$ cat config.mk
export PLATFORM = sky130hd
export DESIGN_NAME = mem_arbiter
export DESIGN_NICKNAME = d
export VERILOG_FILES = /design/src/rtl/mem_arbiter.sv
export SDC_FILE = /design/constraint.sdc
export NUM_CORES = 1
export LEC_CHECK = 0
export ABC_AREA = 1
export BUFFER_PORTS_ARGS = -buffer_cell sky130_fd_sc_hd__buf_2
export CAP_MARGIN = 10
export CELL_PAD_IN_SITES_DETAIL_PLACEMENT = 2
export CELL_PAD_IN_SITES_GLOBAL_PLACEMENT = 2
export CORE_MARGIN = 2
export CORE_UTILIZATION = 24
export CTS_CLUSTER_DIAMETER = 30
export DETAILED_ROUTE_END_ITERATION = 10
export PLACE_DENSITY_LB_ADDON = 0.1
export SYNTH_ARGS = -nofsm -noshare
export SYNTH_HDL_FRONTEND = slang
export SYNTH_SLANG_ARGS = --single-unit
$ cat constraint.sdc
create_clock -name clk -period 2.87 [get_ports clk]
set_clock_uncertainty 0.2 [all_clocks]
set_input_delay 0.4305 -clock clk [delete_from_list [all_inputs] [get_ports clk]]
set_output_delay 0.4305 -clock clk [all_outputs]
set_load 0.005 [all_outputs]
$ cat src/rtl/mem_arbiter.sv
`timescale 1ns/1ps
// mem_arbiter: shares one single-port memory between an instruction-fetch port
// and a load/store port. Data port has priority, bounded by a starvation limit
// that forces a pending fetch through; stuck accesses are aborted by a timeout.
module mem_arbiter #(
   parameter int unsigned DATA_W      = 32,
   parameter int unsigned STARVE_MAX  = 3,
   parameter int unsigned TIMEOUT_CYC = 64
) (
   input  logic              clk,
   input  logic              reset,
   input  logic              if_req,
   input  logic [DATA_W-1:0] if_addr,
   output logic              if_valid,
   output logic [DATA_W-1:0] if_rdata,
   input  logic              dm_req,
   input  logic              dm_we,
   input  logic [3:0]        dm_be,
   input  logic [DATA_W-1:0] dm_addr,
   input  logic [DATA_W-1:0] dm_wdata,
   output logic              dm_valid,
   output logic [DATA_W-1:0] dm_rdata,
   output logic              bus_err,
   output logic              stall_if,
   output logic              stall_mem,
   output logic              mem_req,
   output logic              mem_we,
   output logic [3:0]        mem_be,
   output logic [DATA_W-1:0] mem_addr,
   output logic [DATA_W-1:0] mem_wdata,
   input  logic              mem_ack,
   input  logic [DATA_W-1:0] mem_rdata
);

   localparam int unsigned SW = (STARVE_MAX < 1)  ? 1 : $clog2(STARVE_MAX + 1);
   localparam int unsigned TW = (TIMEOUT_CYC < 2) ? 1 : $clog2(TIMEOUT_CYC + 1);

   typedef enum logic [1:0] {
      ST_IDLE    = 2'd0,
      ST_BUSY_IF = 2'd1,
      ST_BUSY_DM = 2'd2
   } state_e;

   // Memory command captured at grant time and held for the whole access.
   typedef struct packed {
      logic              we;
      logic [3:0]        be;
      logic [DATA_W-1:0] addr;
      logic [DATA_W-1:0] wdata;
   } mem_cmd_t;

   state_e            state_q, state_d;
   mem_cmd_t          cmd_q, cmd_d;
   logic [SW-1:0]     starve_q, starve_d;
   logic [TW-1:0]     tmo_q, tmo_d;
   logic [DATA_W-1:0] if_rdata_q, if_rdata_d;
   logic [DATA_W-1:0] dm_rdata_q, dm_rdata_d;

   logic busy;
   logic starve_ok;
   logic tmo_hit;
   logic done;
   logic grant_if;
   logic grant_dm;

   assign busy      = (state_q != ST_IDLE);
   assign starve_ok = (starve_q < SW'(STARVE_MAX));
   // Expires in the TIMEOUT_CYC-th BUSY cycle: tmo_q counts prior ack-less cycles.
   assign tmo_hit   = busy && (tmo_q == TW'(TIMEOUT_CYC - 1));
   assign done      = busy && (mem_ack || tmo_hit);
   assign grant_if  = (state_q == ST_IDLE) && (state_d == ST_BUSY_IF);
   assign grant_dm  = (state_q == ST_IDLE) && (state_d == ST_BUSY_DM);

   assign mem_req   = busy;
   assign mem_we    = cmd_q.we;
   assign mem_be    = cmd_q.be;
   assign mem_addr  = cmd_q.addr;
   assign mem_wdata = cmd_q.wdata;

   // State register.
   always_ff @(posedge clk) begin
      if (reset) state_q <= ST_IDLE;
      else       state_q <= state_d;
   end

   // Next state: data first unless the fetch has been starved, exit BUSY on ack/timeout.
   always_comb begin
      state_d = state_q;
      case (state_q)
         ST_IDLE: begin
            if (dm_req && starve_ok) state_d = ST_BUSY_DM;
            else if (if_req)         state_d = ST_BUSY_IF;
            else if (dm_req)         state_d = ST_BUSY_DM;
         end
         ST_BUSY_IF, ST_BUSY_DM: begin
            if (done) state_d = ST_IDLE;
         end
         default: state_d = ST_IDLE;
      endcase
   end

   // Outputs: same-cycle completion pulses; ack wins over a coincident timeout.
   always_comb begin
      if_valid = 1'b0;
      dm_valid = 1'b0;
      bus_err  = 1'b0;
      if_rdata = if_rdata_q;
      dm_rdata = dm_rdata_q;
      if (!reset) begin
         case (state_q)
            ST_BUSY_IF: begin
               if (mem_ack) begin
                  if_valid = 1'b1;
                  if_rdata = mem_rdata;
               end else if (tmo_hit) begin
                  if_valid = 1'b1;
                  bus_err  = 1'b1;
               end
            end
            ST_BUSY_DM: begin
               if (mem_ack) begin
                  dm_valid = 1'b1;
                  dm_rdata = mem_rdata;
               end else if (tmo_hit) begin
                  dm_valid = 1'b1;
                  bus_err  = 1'b1;
               end
            end
            default: ;
         endcase
      end
      stall_if  = if_req & ~if_valid;
      stall_mem = dm_req & ~dm_valid;
   end

   // Datapath next values: command latch, starvation and timeout counters, read data.
   always_comb begin
      cmd_d      = cmd_q;
      starve_d   = starve_q;
      tmo_d      = tmo_q;
      if_rdata_d = if_rdata_q;
      dm_rdata_d = dm_rdata_q;

      if (grant_dm) begin
         cmd_d.we    = dm_we;
         cmd_d.be    = dm_be;
         cmd_d.addr  = dm_addr;
         cmd_d.wdata = dm_wdata;
      end else if (grant_if) begin
         cmd_d.we    = 1'b0;
         cmd_d.be    = 4'hF;
         cmd_d.addr  = if_addr;
         cmd_d.wdata = '0;
      end

      if (state_q == ST_IDLE) begin
         tmo_d = '0;
         if (grant_if || !if_req) starve_d = '0;
         else if (grant_dm && starve_ok) starve_d = starve_q + SW'(1);
      end else if (!mem_ack) begin
         tmo_d = tmo_q + TW'(1);
      end

      if ((state_q == ST_BUSY_IF) && mem_ack) if_rdata_d = mem_rdata;
      if ((state_q == ST_BUSY_DM) && mem_ack) dm_rdata_d = mem_rdata;
   end

   // Datapath registers.
   always_ff @(posedge clk) begin
      if (reset) begin
         cmd_q      <= '0;
         starve_q   <= '0;
         tmo_q      <= '0;
         if_rdata_q <= '0;
         dm_rdata_q <= '0;
      end else begin
         cmd_q      <= cmd_d;
         starve_q   <= starve_d;
         tmo_q      <= tmo_d;
         if_rdata_q <= if_rdata_d;
         dm_rdata_q <= dm_rdata_d;
      end
   end

endmodule
Word level (Yosys, flattened, before mapping)
Cells that the tools add are included.
Widths: inputs -> output; s select.
{"block": "classes", "add_sub_neg": 2, "order_cmp": 1, "eq_ne": 5, "muxes": 24, "n_bitwise": 4, "reduce_logical": 18}
{"cell": "$mux 32", "n": 6}
{"cell": "$mux 69", "n": 2}
{"cell": "$mux 2", "n": 6}
{"cell": "$mux 1", "n": 9}
{"cell": "$logic_and 1x1->1", "n": 8}
{"cell": "$add 7x1->7 const B", "n": 1}
{"cell": "$eq 7x6->1 const B", "n": 1}
{"cell": "$reduce_bool 2->1", "n": 3}
{"cell": "$eq 2x1->1 const B", "n": 2}
{"cell": "$eq 2x2->1 const B", "n": 2}
{"cell": "$pmux 2 s2", "n": 1}
{"cell": "$reduce_or 2->1", "n": 2}
{"cell": "$add 2x1->2 const B", "n": 1}
{"cell": "$and 1x1->1", "n": 2}
{"cell": "$logic_not 2->1", "n": 1}
{"cell": "$logic_or 1x1->1", "n": 2}
{"cell": "$lt 2x2->1 const B", "n": 1}
{"cell": "$not 1->1", "n": 2}
{"cell": "$reduce_and 2->1", "n": 1}
{"cell": "$logic_not 1->1", "n": 1}
{"block": "totals", "register_bits": 144, "inputBits": 138, "out_inout_bits": 139, "wordCells": 63}

Longest topological paths before layout
{"block": "logic_depth", "depth_word": 11, "ltp_mapped": 16, "mapped_depth_nobuf": 14}

Worst setup path after synthesis
No wires, ideal clock.
{"block": "synth_timing", "kind": "flip-flop to flip-flop", "start": "register state_q[0]", "end": "register cmd_q, in the netlist mem_addr[24]", "arrival_ns": 1.837, "setup_slack_ns": 0.700, "stages_incl_launch_ff": 16, "path_buffers": 3, "period_less_slack_ns": 2.170, "path_cell_list": "dfxtp_1 inv_1 ha_1 buf_4 nor2_1 nand2_1 nand2_1 nand2_1 nand2_1 nand2_2 nor2_1 nor2_4 buf_6 buf_6 nand2_1 a21oi_1"}
{"block": "synth_between", "elab_chain_cells": 9}
{"element": "start, declared", "line": "52", "source": "state_e state_q, state_d;"}
{"element": "start signal, assigned", "line": "83", "source": "else state_q <= state_d;"}
{"element": "$reduce_bool 2->1", "line": "66", "source": "assign busy = (state_q != ST_IDLE);"}
{"element": "$logic_and 1x1->1", "line": "69", "source": "assign tmo_hit = busy && (tmo_q == TW'(TIMEOUT_CYC - 1));"}
{"element": "$logic_or 1x1->1", "line": "70", "source": "assign done = busy && (mem_ack || tmo_hit);"}
{"element": "$logic_and 1x1->1", "line": "70"}
{"element": "$mux 2", "line": "96", "source": "if (done) state_d = ST_IDLE;"}
{"element": "$pmux 2 s2", "line": "89", "source": "case (state_q)"}
{"element": "$eq 2x2->1 or $eq 2x1->1 (tied branches)", "line": "72, 71"}
{"element": "$logic_and 1x1->1 (on tied branches)", "line": "72, 71"}
{"element": "$mux 69 or $reduce_bool 2->1 (tied branches)"}
{"element": "end signal, assigned", "line": "177", "source": "cmd_q <= cmd_d;"}
{"element": "end, declared", "line": "53", "source": "mem_cmd_t cmd_q, cmd_d;"}
Parallel ways exist; a longest one is shown, timed or not.
A chain may end at the register's enable or synchronous reset.

Worst setup path in the final report
{"block": "layout_timing", "start": "register state_q[1]", "end": "output if_rdata[2]"}
{"block": "layout_between", "elab_chain_cells": 3}
{"element": "$eq 2x1->1", "line": "110", "source": "case (state_q)"}
{"element": "$mux 32", "line": "110"}
{"element": "$mux 32", "line": "109", "source": "if (!reset) begin"}
{"element": "end, declared", "line": "15", "source": "output logic [DATA_W-1:0] if_rdata,"}
No other way between the ends.

==> impl_results.md <==
- Global route overflow: 0
- Gr usage total: 0.178
- Worst VDD drop: 0.280 mV
- Initial Util: 0.245
- Layout Utilization: 0.337
- Tcrit/Tclk final: 0.938
- Post-synth EDFFs: 0
- DIE AREA: 0.0279 mm²
- Synthesized area: 0.00638 mm²
- Area leader, netlist: dfxtp_1
- Drt wl/cell: 16.1 µm
- Final WS setup: 178 ps
- Post-synthesis cell type count: 24
- Fmax: 0.371 GHz
- Nets@finish: 1341
- R2r setup slk: 320 ps
- Sink Count: 144
- Final std cells w/o fill: 1547
- Setup crit end kind: output pin
- FFs w/ async S/R, synth: 0
- Post-CTS Hold Fix Bufs: 0
- Final HPWL DP: 17.3 mm
- Setup_tns: 0 ps
- Cell Count Post-Placement: 1510
- Vias in the first global route: 7386
- Reg2Reg Depth: 13
- Routability cong.: 0.742
- Worst path cell trace: inv_1 -> buf_4 -> ha_1 -> nand2_1 -> inv_1 -> buf_8 -> o21ai_0 -> o21ai_1 -> buf_2
- Clk slew on worst S/H paths: 80 ps
- Root buffer cell: clkbuf_16
- Net Count, Synth: 1074
- Setup violators final: 0
- CP dominant cell by count: inv_1
- Synth area leaders: dfxtp_1, o21ai_0, nand2_1, nor2_1, a21oi_1
- Power per cell area: 668 mW/mm²
- DRT Pass-1 Iters: 4
- CP max-delay cell: dfxtp_1
- Max_cap viols: 0
- H-tree levels: 4
- Routed WL: 24.9 mm
- Syn-to-layout area delta: 37.5%
- Critical Path End: if_rdata[2]
- Dpl ws: -37.4 ps
- DRT iter0 DRCs: 233
- Vias per cell: 4.54
- Tightest Pin Transition: 635 ps
- Core area: 0.0261 mm²
- Startpoint Class: flop
- CTS Buf Count: 17
- Rows: 59
- Post-route cell area: 0.00877 mm²
- Synth Warn #: 0
- Final Critical Period: 2690 ps
- Critical Path RT: 2240 ps
- Fill cells: 3175
- Maximum number of pins on one net before global-route repair: 133
- Seq/Total Area, Yosys: 0.452
- Crit path max fanout: 32
- Global-route wire length before repair: 39.9 mm
- Via count: 7027
- Share of cells above drive strength 1: 0.309
- Outcome: finished, final reports clean
- Hold Fails Final Rpt: 0
- Clock buffer depth: 2
- Post-Syn Instances: 930
- Post-Syn Area per Cell: 6.86 µm²
- CP peak stage delay: 330 ps
- Total power: 5.86 mW
- Min-delay worst type: in2reg
- Smallest hold slack: 43.7 ps
- Final ANT Viol Nets: 0
- # IOs: 277
- Slew HR: 0.577
- Worst r2r src: state_q[0]$_SDFF_PP0_
- Critical Path Start: state_q[1]$_SDFF_PP0_
- Placed Area: 0.00814 mm²
- Worst flop-to-flop path endpoint: mem_addr[1]$_SDFFE_PP0P_
- Slew Limit Fails: 0
- TritonCTS clock tree: done
- Dominant synthesized flop cell: dfxtp_1
- Die width: 167 µm
- Critical Path AT: 2060 ps
- Clock latency on the worst-skew pair: 430 ps
- IO buf count: 276
- Leakage power: 4.28 nW
- Initial antenna violation count: 2
- Count leader, synth: nand2_1
- Yosys reg bits: 144
- Post-synth top cells: nand2_1, o21ai_0, nor2_1
- RSZ-0062 raised after global routing: no
- Crit path kind: reg2out
- Synth top area share: 0.452
- Drc violations: 0
- Die height: 167 µm
## sequential cells by signal, indices dropped and copies added, names as in the netlist
name	flops
starve_q	2
dm_rdata_q	32
mem_be	4
mem_addr	32
tmo_q	7
mem_wdata	32
if_rdata_q	32
state_q	2
mem_we	1
## final cells by class
cell class                      count  area [µm²]  area share
Multi-Input combinational cell    674        3030       0.346
Sequential cell                   144        2880       0.329
Timing Repair Buffer              302        1630       0.186
Clock buffer                       18         439      0.0501
Tap cell                          335         419      0.0478
Inverter                           58         220      0.0251
Clock inverter                     14         144      0.0164
Antenna cell                        2        5.00    0.000571
## layer usage
layer	track usage	vias to the layer above	share of wire
met3	0.0537	15	0.066
met4	0.0371	0	0.0088
met1	0.224	3319	0.46
met5	0	-	0
li1	-	3517	-
met2	0.302	176	0.47
## logic make-up after synthesis
group,count (synthesis),share of synthesized area
AOI/OAI and AO/OA,245,0.192
buffers and inverters,113,0.0744
and+or+nand+nor,422,0.269
adders and majority gates,6,0.0118
DFF,144,0.452
## cells in the final DEF (no fill, tap or decap)
master and instances:
o21ai_0 166, inv_6 7, o21ai_1 5, nor2_1 153
nand3_4 1, buf_8 1, clkinvlp_4 1, a21oi_1 73
nor2_4 2, dfxtp_1 144, ha_1 6, inv_8 2
clkinv_2 1, or2_2 32, inv_2 2, clkbuf_8 1
clkinv_4 2, nor3b_1 1, clkbuf_16 17, inv_4 1
nand2_2 2, buf_6 1, buf_12 3, diode_2 2
a31oi_1 1, buf_2 275, or2_1 1, inv_1 55
nand3_1 8, nand4_1 3, nand2_1 217, nor3_1 3
bufinv_16 1, buf_4 22
## power breakdown
group | leakage, nW | switching, mW | internal [mW]
combinational | 2.82 | 0.766 | 0.519
sequential | 1.18 | 0.104 | 2.21
clock | 0.287 | 1.00 | 1.25
## how the worst min path moves through the flow
| stage | startpoint | to | slack, ps | cells past startpoint |
|---|---|---|---|---|
| global route | dm_wdata[20] | mem_wdata[20]$_SDFFE_PP0P_ | 50 | 3 |
| detailed placement | mem_wdata[19]$_SDFFE_PP0P_ | mem_wdata[19]$_SDFFE_PP0P_ | 250 | 2 |
| finish | mem_rdata[6] | if_rdata_q[6]$_SDFFE_PP0P_ | 40 | 3 |
| floorplan | tmo_q[2]$_SDFFE_PP0N_ | tmo_q[2]$_SDFFE_PP0N_ | 240 | 1 |
| global placement | mem_wdata[10]$_SDFFE_PP0P_ | mem_wdata[10]$_SDFFE_PP0P_ | 250 | 2 |
| CTS | mem_rdata[1] | if_rdata_q[1]$_SDFFE_PP0P_ | 30 | 3 |
## worst max-delay path, delay by kind of cell, from the launching register on
| kind | cells | cell delay (ps) |
|---|---|---|
| DFF | 1 | 330 |
| and+or+nand+nor | 1 | 100 |
| buffers and inverters | 5 | 570 |
| AOI/OAI and AO/OA | 2 | 430 |
| adders and majority gates | 1 | 190 |
## timing repair
item,CTS,global route
pin swaps,1,1
setup buffers,0,2
gates resized for setup,2,7
cloned,1,0
endpoints found under the hold margin,0,0
setup endpoints to repair,32,40
Note: power is estimated with default switching activity, not from simulation.
